===== config.mk =====
export PLATFORM = sky130hd
export DESIGN_NAME = mul_seq_unit
export DESIGN_NICKNAME = d
export VERILOG_FILES = /design/src/rtl/mul_seq_unit_pkg.sv /design/src/rtl/mul_datapath.sv /design/src/rtl/mul_seq_unit.sv
export SDC_FILE = /design/constraint.sdc
export NUM_CORES = 1
export LEC_CHECK = 0
export ABC_AREA = 1
export ABC_CLOCK_PERIOD_IN_PS = 4800
export BUFFER_PORTS_ARGS = -buffer_cell sky130_fd_sc_hd__buf_4
export CAP_MARGIN = 20
export CORE_UTILIZATION = 30
export CTS_CLUSTER_SIZE = 12
export DETAILED_ROUTE_END_ITERATION = 10
export GPL_ROUTABILITY_DRIVEN = 1
export PLACE_DENSITY = 0.48
export SLEW_MARGIN = 20
export SYNTH_ARGS = -nofsm -noshare
export SYNTH_HDL_FRONTEND = slang
export SYNTH_SLANG_ARGS = --single-unit

===== constraint.sdc =====
create_clock -name clk -period 4.8 [get_ports clk]
set_input_delay 0.72 -clock clk [delete_from_list [all_inputs] [get_ports clk]]
set_output_delay 0.72 -clock clk [all_outputs]
set_load 0.03 [all_outputs]

===== src/rtl/mul_seq_unit_pkg.sv =====
// Shared types and constants for the sequential shift-add multiplier and its
// register-file writeback (hi half -> DX, lo half -> AX).
package mul_seq_unit_pkg;

    localparam int DEF_WIDTH = 32;
    localparam int DEF_CNT_W = 6;

    localparam logic [2:0] REG_AX = 3'd0;
    localparam logic [2:0] REG_DX = 3'd3;

    typedef enum logic [1:0] {
        IDLE = 2'd0,
        RUN  = 2'd1,
        DONE = 2'd2
    } state_e;

endpackage


===== src/rtl/mul_datapath.sv =====
// Operand magnitude/sign capture, one-bit-per-cycle shift-add accumulator and
// the final two's-complement fixup into the registered product.
module mul_datapath
    import mul_seq_unit_pkg::*;
#(
    parameter int WIDTH = DEF_WIDTH
) (
    input  logic             clk,
    input  logic             rst,
    input  logic             load_i,
    input  logic             step_i,
    input  logic             finish_i,
    input  logic             signed_op_i,
    input  logic [WIDTH-1:0] op_a_i,
    input  logic [WIDTH-1:0] op_b_i,
    output logic [WIDTH-1:0] prod_lo_o,
    output logic [WIDTH-1:0] prod_hi_o
);

    logic [WIDTH-1:0]   mcand_q, mcand_d;
    logic [WIDTH-1:0]   acc_q, acc_d;
    logic [WIDTH-1:0]   mplier_q, mplier_d;
    logic               neg_q, neg_d;
    logic [2*WIDTH-1:0] prod_q, prod_d;

    logic [WIDTH-1:0]   a_mag, b_mag;
    logic [WIDTH:0]     sum;
    logic [WIDTH-1:0]   acc_step, mplier_step;
    logic [2*WIDTH-1:0] p_step;

    always_comb begin
        a_mag       = (signed_op_i && op_a_i[WIDTH-1]) ? -op_a_i : op_a_i;
        b_mag       = (signed_op_i && op_b_i[WIDTH-1]) ? -op_b_i : op_b_i;
        // Carry of the add lands in the top accumulator bit after the shift.
        sum         = {1'b0, acc_q} + (mplier_q[0] ? {1'b0, mcand_q} : '0);
        acc_step    = sum[WIDTH:1];
        mplier_step = {sum[0], mplier_q[WIDTH-1:1]};
        p_step      = {acc_step, mplier_step};

        mcand_d  = mcand_q;
        acc_d    = acc_q;
        mplier_d = mplier_q;
        neg_d    = neg_q;
        prod_d   = prod_q;

        if (load_i) begin
            mcand_d  = a_mag;
            mplier_d = b_mag;
            acc_d    = '0;
            neg_d    = signed_op_i & (op_a_i[WIDTH-1] ^ op_b_i[WIDTH-1]);
        end else if (step_i) begin
            acc_d    = acc_step;
            mplier_d = mplier_step;
        end

        // Product is taken from the last iteration's result on the same edge.
        if (finish_i) begin
            prod_d = neg_q ? -p_step : p_step;
        end
    end

    always_ff @(posedge clk) begin
        mcand_q  <= mcand_d;
        acc_q    <= acc_d;
        mplier_q <= mplier_d;
        neg_q    <= neg_d;
        if (rst) begin
            prod_q <= '0;
        end else begin
            prod_q <= prod_d;
        end
    end

    assign prod_lo_o = prod_q[WIDTH-1:0];
    assign prod_hi_o = prod_q[2*WIDTH-1:WIDTH];

endmodule


===== src/rtl/mul_seq_unit.sv =====
// Sequential 32x32 multiplier: FSM, iteration counter and start/busy/done
// handshake, plus the one-cycle regfile writeback strobes.
module mul_seq_unit
    import mul_seq_unit_pkg::*;
#(
    parameter int WIDTH = DEF_WIDTH,
    parameter int CNT_W = DEF_CNT_W
) (
    input  logic             clk,
    input  logic             rst,
    input  logic             start,
    input  logic             signed_op,
    input  logic             flush,
    input  logic [WIDTH-1:0] op_a,
    input  logic [WIDTH-1:0] op_b,
    output logic             busy,
    output logic             done,
    output logic [WIDTH-1:0] prod_lo,
    output logic [WIDTH-1:0] prod_hi,
    output logic             wb_sto,
    output logic             wb_mul
);

    localparam logic [CNT_W-1:0] LAST_ITER = CNT_W'(WIDTH - 1);

    state_e           state_q, state_d;
    logic [CNT_W-1:0] cnt_q, cnt_d;
    logic             load, step, finish;

    always_comb begin
        state_d = state_q;
        cnt_d   = cnt_q;
        load    = 1'b0;
        step    = 1'b0;
        finish  = 1'b0;
        case (state_q)
            IDLE: begin
                if (start && !flush) begin
                    load    = 1'b1;
                    cnt_d   = '0;
                    state_d = RUN;
                end
            end
            RUN: begin
                if (flush) begin
                    state_d = IDLE;
                end else begin
                    step  = 1'b1;
                    cnt_d = cnt_q + CNT_W'(1);
                    if (cnt_q == LAST_ITER) begin
                        finish  = 1'b1;
                        state_d = DONE;
                    end
                end
            end
            DONE: begin
                // Back-to-back issue; a flush here cannot cancel the writeback.
                if (start) begin
                    load    = 1'b1;
                    cnt_d   = '0;
                    state_d = RUN;
                end else begin
                    state_d = IDLE;
                end
            end
            default: state_d = IDLE;
        endcase
    end

    always_ff @(posedge clk) begin
        if (rst) begin
            state_q <= IDLE;
            cnt_q   <= '0;
        end else begin
            state_q <= state_d;
            cnt_q   <= cnt_d;
        end
    end

    mul_datapath #(
        .WIDTH(WIDTH)
    ) u_datapath (
        .clk        (clk),
        .rst        (rst),
        .load_i     (load),
        .step_i     (step),
        .finish_i   (finish),
        .signed_op_i(signed_op),
        .op_a_i     (op_a),
        .op_b_i     (op_b),
        .prod_lo_o  (prod_lo),
        .prod_hi_o  (prod_hi)
    );

    assign busy   = (state_q == RUN);
    assign done   = (state_q == DONE);
    assign wb_sto = done;
    assign wb_mul = done;

endmodule


# [After elaboration in Yosys (flattened, before gate mapping)]
# Index checks and enable logic that the tools add are counted.
[totals] ff_bits=169 latchBits=0 ramBits=0 rom_bits=0 elab_cells=53 memories=0
[classes] addsub=5 multipliers=0 div=0 n_lt_le_gt_ge=0 n_eq_ne=7 shifts=0 mux=23 bitwise_logic=2 n_reduce_logical=9
[ops] operator="2-to-1 mux 32 bit" n=5
[ops] operator="2-to-1 mux 64 bit" n=1
[ops] operator="negator 32 bit" n=2
[ops] operator="negator 64 bit" n=1
[ops] operator="adder 32 x 33 -> 33 bit" n=1
[ops] operator="2-to-1 mux 6 bit" n=3
[ops] operator="case mux 6 bit (3 select lines)" n=1
[ops] operator="2-to-1 mux 1 bit" n=8
[ops] operator="adder 6 x 1 -> 6 bit (second input constant)" n=1
[ops] operator="equality test 6 x 5 -> 1 bit (second input constant)" n=1
[ops] operator="2-to-1 mux 2 bit" n=3
[ops] operator="!= test 2 bit (second input constant)" n=3
[ops] operator="case mux 2 bit (3 select lines)" n=1
[ops] operator="AND reduction 4 bit" n=1
[ops] operator="logical AND 1 bit" n=3
[ops] operator="!= test 3 x 2 -> 1 bit (second input constant)" n=1
[ops] operator="nonzero test 3 bit" n=1
[ops] operator="equality test 2 x 1 -> 1 bit (second input constant)" n=1
[ops] operator="equality test 2 bit (second input constant)" n=1
[ops] operator="logical NOT 2 bit" n=1
[ops] operator="case mux 1 bit (2 select lines)" n=1
[ops] operator="AND reduction 2 bit" n=1
[ops] operator="nonzero test 2 bit" n=1
[ops] operator="AND 1 bit" n=1
[ops] operator="2 further kinds" n=2

# [Longest topological paths before layout]
# Gate-level depths: netlist of the first run.
[depth] word_depth=5 depth_mapped=26 ltp_nobuf=25

# [Modules after synthesis]
# A second synthesis of the first run with hierarchy kept.
[unflattened] hier_cells=1898 area_unflattened_um2=12468.2
[modules_own_cells] module="mul_datapath" instances=1 cells_per_inst=1830 area_per_inst_um2=11965.2 seq_area_each_um2=3873.7
[modules_own_cells] module="mul_seq_unit" instances=1 cells_per_inst=68 area_per_inst_um2=503.0 seq_area_each_um2=160.2

# [Worst setup path after synthesis of the first run]
# Ideal clock, no wire load.
[synth_timing] path_type="reg2reg" from="register u_datapath.mplier_q[0]" to="register u_datapath.prod_q[56]" setup_time_ns=0.109 arrival_ns=2.832 t_required_ns=4.691 path_slack_ns=1.859 stages_incl_launch_ff=25 n_path_buf=1 synth_period_minus_slack_ns=2.941 path_cell_list="edfxtp_1 clkbuf_1 nand2_1 inv_1 ha_1 inv_1 fa_1 inv_1 nand3_1 nand2_2 nand2_1 nand2_1 nand2_1 nand2_1 nand2_1 nand2_1 nand2_1 nor2_1 nand3_1 o21ai_2 nand2_1 nand2_1 nand3_1 nand2_1 inv_1"
[synth_between] elab_chain_len=4
[synth_lines] item="start, declared" line="mul_datapath.sv:22" source="logic [WIDTH-1:0] mplier_q, mplier_d;"
[synth_lines] item="start signal, assigned" line="mul_datapath.sv:65" source="mplier_q <= mplier_d;"
[synth_lines] item="2-to-1 mux 32 bit *" line="mul_datapath.sv:35" source="sum = {1'b0, acc_q} + (mplier_q[0] ? {1'b0, mcand_q} : '0);"
[synth_lines] item="adder 32 x 33 -> 33 bit *" line="mul_datapath.sv:35"
[synth_lines] item="negator 64 bit" line="mul_datapath.sv:58" source="prod_d = neg_q ? -p_step : p_step;"
[synth_lines] item="2-to-1 mux 64 bit *" line="mul_datapath.sv:58"
[synth_lines] item="end signal, assigned" line="mul_datapath.sv:70" source="prod_q <= prod_d;"
[synth_lines] item="end, declared" line="mul_datapath.sv:24" source="logic [2*WIDTH-1:0] prod_q, prod_d;"
# Mark *: on every way between the ends. The rest lies on a longest branch, timed or not.
# A chain may end at the register's enable or synchronous reset.

# [Final worst setup path of the first run]
# Same ends and word-level chain as after synthesis.

==> metrics.cfg, run 1 <==
[clocking]
cts_resized = 0
postCtsSetupBuffers = 0
cts.htree.levels = 4
clk_latency_ns = 0.45
cts_buffers = 17
cts_tree = yes
cts_buffer_depth = 2
cts_root_buf = clkbuf_16
clock-sinks = 169
cts_hold_buf = 0
clk_pin_slew_ns = 0.08

[run]
cap_violations = 0

[detailed_routing]
drcViolationCount = 0
routed_wirelength_um = 38800
ant_nets = 0
vias_per_cell = 4.66
via_count = 11600
drt_iter0_markers = 704
first_pass_iters = 5
routed-wl-met2_um = 17600
dr.max_layer_used = met4
wl_per_cell_um = 15.5
met3_length_um = 1370
met1_length_um = 19200

[global_routing]
grt_usage = 0.195
antenna_found_initial = 0
grt_pass1_wl_um = 61400
grt_max_degree = 120
overflow = 0
grt_pass1_vias = 11300

[place]
numPortBuffers = 136
post-place-cells = 2465
place.gp.congestion = 0.906
dpl.hpwl_um = 31100

[floorplan]
die_area_um2 = 40600
die_w_um = 202
core_um2 = 38900
pin_count = 137
die_h_um = 202
rows = 72
start_util = 0.307

[setup_path]
worstSetupStartpointType = flop
required_ns = 5.16
regToRegSetupSlack_ns = 1.08
critPathCaptureType = flop
arrival_ns = 4.08
path_max_fanout = 27
r2r-start = u_datapath.mplier_q[0]
rr_worst_depth = 23
worstSetupPathType = flop to flop
rr_endpoint = u_datapath.prod_q[56]

[synth]
ys_warn_count = 0
yosys_most_used_dff = dfxtp_1
syn_area_um2 = 11900
synth_cells = 1850
synth_cell_types = 47
syn-num-nets = 1956
synthArstFlopShare = 0
ys_ff_latch = 169
postSynthAreaPerCell_um2 = 6.45
ys_seq_area_frac = 0.338
synth-edff-count = 65

[timing]
tns_ns = 0
report.final.slew_viol_count = 0
fmax_mhz = 269
fin_hold_ws_ns = 0.466
setup_violations = 0
min_period_ns = 3.72
fin_skew_ns = 0.0152
worstMarginPinSlew_ns = 1.02
fin_crit_sh = 0.776
hold_violations = 0
timing.slew.headroom = 0.318
rsz0062_at_grt = no

[cells_and_area]
final_nets = 2072
stdcell_count = 2497
n_antenna_cell = 0
drive_gt1_frac = 0.108
area_delta_synth_final_pct = 17.9

[hold_path]
worstHoldPathType = input pin to flop
min_to = u_datapath.mcand_q[0]
min_from = op_a[0]
whs_path_depth = 1

[run_status]
status = complete, no violations

[power]
vdd_drop_max_mv = 0.195
leakage_nw = 7.08
p_per_area_nw_per_um2 = 275
report.power.total_mw = 3.87

-- worst max-delay path: stages, from the launching register on --
cell and delay [ns]:
edfxtp_1 0.91, nand2_1 0.10, inv_1 0.10, ha_1 0.20, inv_1 0.07, fa_1 0.40
inv_1 0.11, nand3_1 0.11, nand2_2 0.13, nand2_1 0.08, nand2_1 0.08, nand2_1 0.07
nand2_1 0.08, nand2_1 0.05, nand2_1 0.17, nand2_1 0.10, nor2_1 0.14, nand3_1 0.13
o21ai_2 0.25, nand2_1 0.09, nand2_1 0.07, nand3_1 0.07, nand2_1 0.08, inv_1 0.03
-- per-stage QoR --
stage | area (um^2) | util | setup WS (ns)
floorplan | 11900 | - | 1.86
global placement | 13500 | 0.347 | 1.18
detailed placement | 13500 | 0.347 | 1.06
CTS | 14100 | 0.362 | 1.05
global route | 14100 | 0.362 | 0.607
finish | 14100 | 0.362 | 1.08
-- kinds of logic (layout without fill, tap and decap cells) --
kind of cell | count (synthesis) | in the layout | synth area share
XOR/XNOR | 89 | 89 | 0.0653
adder cells (fa/ha/maj) | 37 | 37 | 0.0394
flip-flops | 169 | 169 | 0.338
AND/OR/NAND/NOR | 959 | 959 | 0.331
buffers and inverters | 336 | 465 | 0.109
AO/OA/AOI/OAI | 260 | 260 | 0.118
-- where the power goes --
group | internal, mW | switching [mW] | total [mW] | leakage [nW]
Clock | 0.694 | 0.697 | 1.39 | 0.286
Combinational | 0.283 | 0.577 | 0.861 | 5.34
Sequential | 1.57 | 0.0555 | 1.62 | 1.45
Total | 2.54 | 1.33 | 3.87 | 7.08
-- worst max-delay path by stage --
stage / from / to / slack (ns) / cells after the start
finish: u_datapath.mplier_q[0] / u_datapath.prod_q[56] / 1.08 / 23
floorplan: u_datapath.mplier_q[0] / u_datapath.prod_q[56] / 1.86 / 24
global placement: u_datapath.mplier_q[0] / u_datapath.prod_q[56] / 1.18 / 23
global route: u_datapath.mplier_q[0] / u_datapath.prod_q[56] / 0.61 / 23
detailed placement: u_datapath.mplier_q[0] / u_datapath.prod_q[56] / 1.06 / 23
CTS: u_datapath.mplier_q[0] / u_datapath.prod_q[56] / 1.05 / 23
-- per-layer routing --
metal  up-vias  GRT usage
met5         -          0
met2       237      0.317
met1      5266      0.267
met3        34     0.0256
li1       6104          -
met4         0     0.0590
-- cells in the mapped netlist, types with 2 or more instances --
cell type  instances  share of area
nor4_1             8         0.0042
nand3_2            3         0.0025
nand2_1          550           0.17
nand4_1           24          0.013
nor2_1           224          0.070
o21bai_1           2         0.0013
nand2_2            7         0.0037
clkbuf_1          33          0.010
o21ai_1            2        0.00084
nand3b_1          10         0.0063
inv_1            282          0.089
a31oi_1            7         0.0037
o21ai_2            3         0.0022
edfxtp_1          65           0.16
dfxtp_1          104           0.17
buf_2              5         0.0021
xnor2_1           27          0.020
buf_1              8         0.0025
nor3_1            16         0.0067
or2_2              5         0.0026
o211ai_1          10         0.0063
clkinv_1           3        0.00094
ha_1              36          0.038
o221ai_1           4         0.0029
o21ai_0          141          0.059
nor2_2            11         0.0058
nand3_1           95          0.040
a211oi_1           2         0.0013
o31ai_1            4         0.0025
and2_1             2         0.0010
xor2_1            62          0.045
a21oi_1           77          0.032
buf_4              3         0.0019
a22oi_1            2         0.0013
-- registers in the layout, summed over array words and instances (netlist names) --
name and flops:
u_datapath.acc_q 32, u_datapath.prod_q 64, cnt_q 6, state_q 2, u_datapath.neg_q 1, u_datapath.mplier_q 32, u_datapath.mcand_q 32
-- placed cells by master, fill, tap and decap left out, drive strengths merged, types with 27 or more instances in the layout --
| cell type | Yosys | layout |
|---|---|---|
| o21ai | 146 | 146 |
| edfxtp | 65 | 65 |
| xnor2 | 27 | 27 |
| ha | 36 | 36 |
| nor2 | 235 | 235 |
| inv | 282 | 290 |
| nand2 | 557 | 557 |
| xor2 | 62 | 62 |
| buf | 18 | 148 |
| a21oi | 77 | 77 |
| dfxtp | 104 | 104 |
| nand3 | 98 | 98 |
-- layout make-up --
cell class	instances	area [um^2]
inverter	285	1070
tap	518	648
timing repair buffer	148	1120
sequential	169	4030
fill	4340	24800
clock buffer	17	425
clock inverter	15	154
multi-input combinational	1345	6630
Note: power is estimated with default switching activity, not from simulation.
==> run 2, diff against run 1 <==
--- a/config.mk
+++ b/config.mk
@@ -6,7 +6,7 @@
 export NUM_CORES = 1
 export LEC_CHECK = 0
 export ABC_AREA = 1
-export ABC_CLOCK_PERIOD_IN_PS = 4800
+export ABC_CLOCK_PERIOD_IN_PS = 3450
 export BUFFER_PORTS_ARGS = -buffer_cell sky130_fd_sc_hd__buf_4
 export CAP_MARGIN = 20
 export CORE_UTILIZATION = 30
==> constraint.sdc (replaced) <==
create_clock -name clk -period 3.45 [get_ports clk]
set_input_delay 0.5175 -clock clk [delete_from_list [all_inputs] [get_ports clk]]
set_output_delay 0.5175 -clock clk [all_outputs]
set_load 0.03 [all_outputs]
==> metrics.cfg, run 2 (synthesis results as in run 1) <==
[run_status]
status = complete, no violations  ; unchanged

[detailed_routing]
first_pass_iters = 5  ; unchanged
ant_nets = 0  ; unchanged
wl_per_cell_um = 15.7  ; was 15.5 um
vias_per_cell = 4.69  ; was 4.66
via_count = 11800  ; was 11.6k
drt_iter0_markers = 731  ; was 704
drcViolationCount = 0  ; unchanged
routed_wirelength_um = 39400  ; was 38800 um

[setup_path]
crit_family = simple AND/OR/NAND/NOR gates  ; unchanged
worstSetupStartpointType = flop  ; unchanged
cp_cell_sequence = buf_12 -> nand2_1 -> inv_1 -> ha_1 -> nand2_1 -> nor2_2 -> nand3_1 -> nand3_1 -> nand2_1 -> nand2_2 -> nand2_1 -> nor2_1 -> nand2_1 -> nor2_2 -> nor2_1 -> nor2_2 -> xor2_1 -> nand2_1 -> nand2_1 -> inv_1  ; was nand2_1 -> inv_1 -> ha_1 -> inv_1 -> fa_1 -> inv_1 -> nand3_1 -> nand2_2 -> nand2_1 -> nand2_1 -> nand2_1 -> nand2_1 -> nand2_1 -> nand2_1 -> nand2_1 -> nor2_1 -> nand3_1 -> o21ai_2 -> nand2_1 -> nand2_1 -> nand3_1 -> nand2_1 -> inv_1
critPathCaptureType = flop  ; unchanged
crit_top_cell = nand2_1  ; unchanged
arrival_ns = 3.53  ; was 4.08 ns
path_max_fanout = 31  ; was 27
max_stage_delay_ns = 0.43  ; was 0.91 ns
worstSetupPathType = flop to flop  ; unchanged
cp_num_buf_inv = 3  ; was 4
regToRegSetupSlack_ns = 0.27  ; was 1.08 ns
cp_slowest_cell = edfxtp_1  ; unchanged
required_ns = 3.80  ; was 5.16 ns

[place]
place_ws_ns = 0.147  ; was 1.06 ns
numPortBuffers = 136  ; unchanged
dpl.hpwl_um = 31700  ; was 31100 um
place.gp.congestion = 0.922  ; was 0.906

[timing]
min_period_ns = 3.18  ; was 3.72 ns
fin_crit_sh = 0.922  ; was 0.776
setup_violations = 0  ; unchanged
hold_violations = 0  ; unchanged
rsz0062_at_grt = yes  ; was no
report.final.slew_viol_count = 0  ; unchanged
fmax_mhz = 314  ; was 269 MHz
worstMarginPinSlew_ns = 0.533  ; was 1.02 ns
setup_ws_ns = 0.268  ; was 1.08 ns
timing.slew.headroom = 0.645  ; was 0.318
fin_skew_ns = 0.0171  ; was 0.0152 ns
tns_ns = 0  ; unchanged

[floorplan]
rows = 72  ; unchanged
die_h_um = 202  ; unchanged
pin_count = 137  ; unchanged
core_um2 = 38900  ; unchanged
start_util = 0.307  ; unchanged
die_w_um = 202  ; unchanged
die_area_um2 = 40600  ; unchanged

[cells_and_area]
final_common_cell = nand2_1  ; unchanged
final_nets = 2081  ; was 2072
top_register = u_datapath.prod_q  ; unchanged
layout_common_cells = nand2_1, inv_1, nor2_1  ; unchanged
area_delta_synth_final_pct = 19.7  ; was 17.9%
largest_register_ffs = 64  ; unchanged
n_antenna_cell = 0  ; unchanged
drive_gt1_frac = 0.125  ; was 0.108
nFillCells = 4270  ; was 4340
multiInputGateArea_um2 = 6710  ; was 6630 um^2
seqCellArea_um2 = 4030  ; unchanged

[clocking]
cts_buffer_depth = 2  ; unchanged
cts.htree.levels = 4  ; unchanged
clk_pin_slew_ns = 0.06  ; was 0.08 ns
postCtsSetupBuffers = 0  ; unchanged
cts_root_buf = clkbuf_16  ; unchanged
cts_buffers = 17  ; unchanged
clk_latency_ns = 0.45  ; about the same
cts_tree = yes  ; unchanged
clock-sinks = 169  ; unchanged

[run]
cap_violations = 0  ; unchanged

[global_routing]
overflow = 0  ; unchanged
grt_max_degree = 120  ; unchanged
antenna_found_initial = 0  ; unchanged
use_met1 = 0.272  ; was 0.267
gr-usage-met3 = 0.0292  ; was 0.0256
met2_usage = 0.316  ; was 0.317
grt_usage = 0.198  ; was 0.195
grt_pass1_wl_um = 62300  ; was 61400 um
grt_busiest_layer = met2  ; unchanged
grt_pass1_vias = 11400  ; was 11.3k

[power]
p_per_area_nw_per_um2 = 389  ; was 275 nW/um^2
leakage_nw = 7.17  ; was 7.08 nW
vdd_drop_max_mv = 0.267  ; was 0.195 mV

[hold_path]
worstHoldPathType = input pin to flop  ; unchanged

[run 2: layout make-up]
| class | count | share of cell area |
|---|---|---|
| Clock buffer | 23 | 0.0371 |
| Clock inverter | 9 | 0.00674 |
| Inverter | 285 | 0.0749 |
| Multi-Input combinational cell | 1345 | 0.469 |
| Sequential cell | 169 | 0.282 |
| Tap cell | 518 | 0.0454 |
| Timing Repair Buffer | 157 | 0.0842 |
[run 2: layer usage]
metal	share of wire	wire, um
met3	0.041	1610
met2	0.45	17600
met5	0	0
met1	0.49	19400
met4	0.022	860
[run 2: path summary, 6_finish.rpt]
kind                                        startpoint                     to  depth (start not counted)
worst max-delay path            u_datapath.mplier_q[0]  u_datapath.prod_q[51]                         20
worst min-delay path                           op_a[0]  u_datapath.mcand_q[0]                          1
worst max register to register  u_datapath.mplier_q[0]  u_datapath.prod_q[51]                         20
worst min register to register    u_datapath.acc_q[24]   u_datapath.acc_q[24]                          2
[run 2: power by group]
group	internal (mW)	total [mW]	leakage, nW	switching [mW]
Clock	1.17	2.05	0.313	0.881
Combinational	0.417	1.24	5.41	0.828
Sequential	2.18	2.26	1.45	0.0734
Total	3.77	5.55	7.17	1.78
[run 2: repair_timing]
action | 4_1_cts | 5_1_grt
hold buffers | 0 | 0
setup endpoints to repair | 0 | 14
resized for setup | 0 | 27
[run 2: through the flow]
stage / hold WS [ns] / cell area (um^2) / cells / total power, mW / util
after floorplan: 0.435 / 11900 / 1850 / 3.08 / -
after global placement: 0.449 / 13600 / 2474 / 3.53 / 0.349
after detailed placement: 0.456 / 13600 / 2474 / 3.53 / 0.349
after CTS: 0.255 / 14200 / 2506 / 5.61 / 0.365
after global routing: 0.262 / 14300 / 2506 / 5.86 / 0.367
final: 0.274 / 14300 / 2506 / 5.55 / 0.367
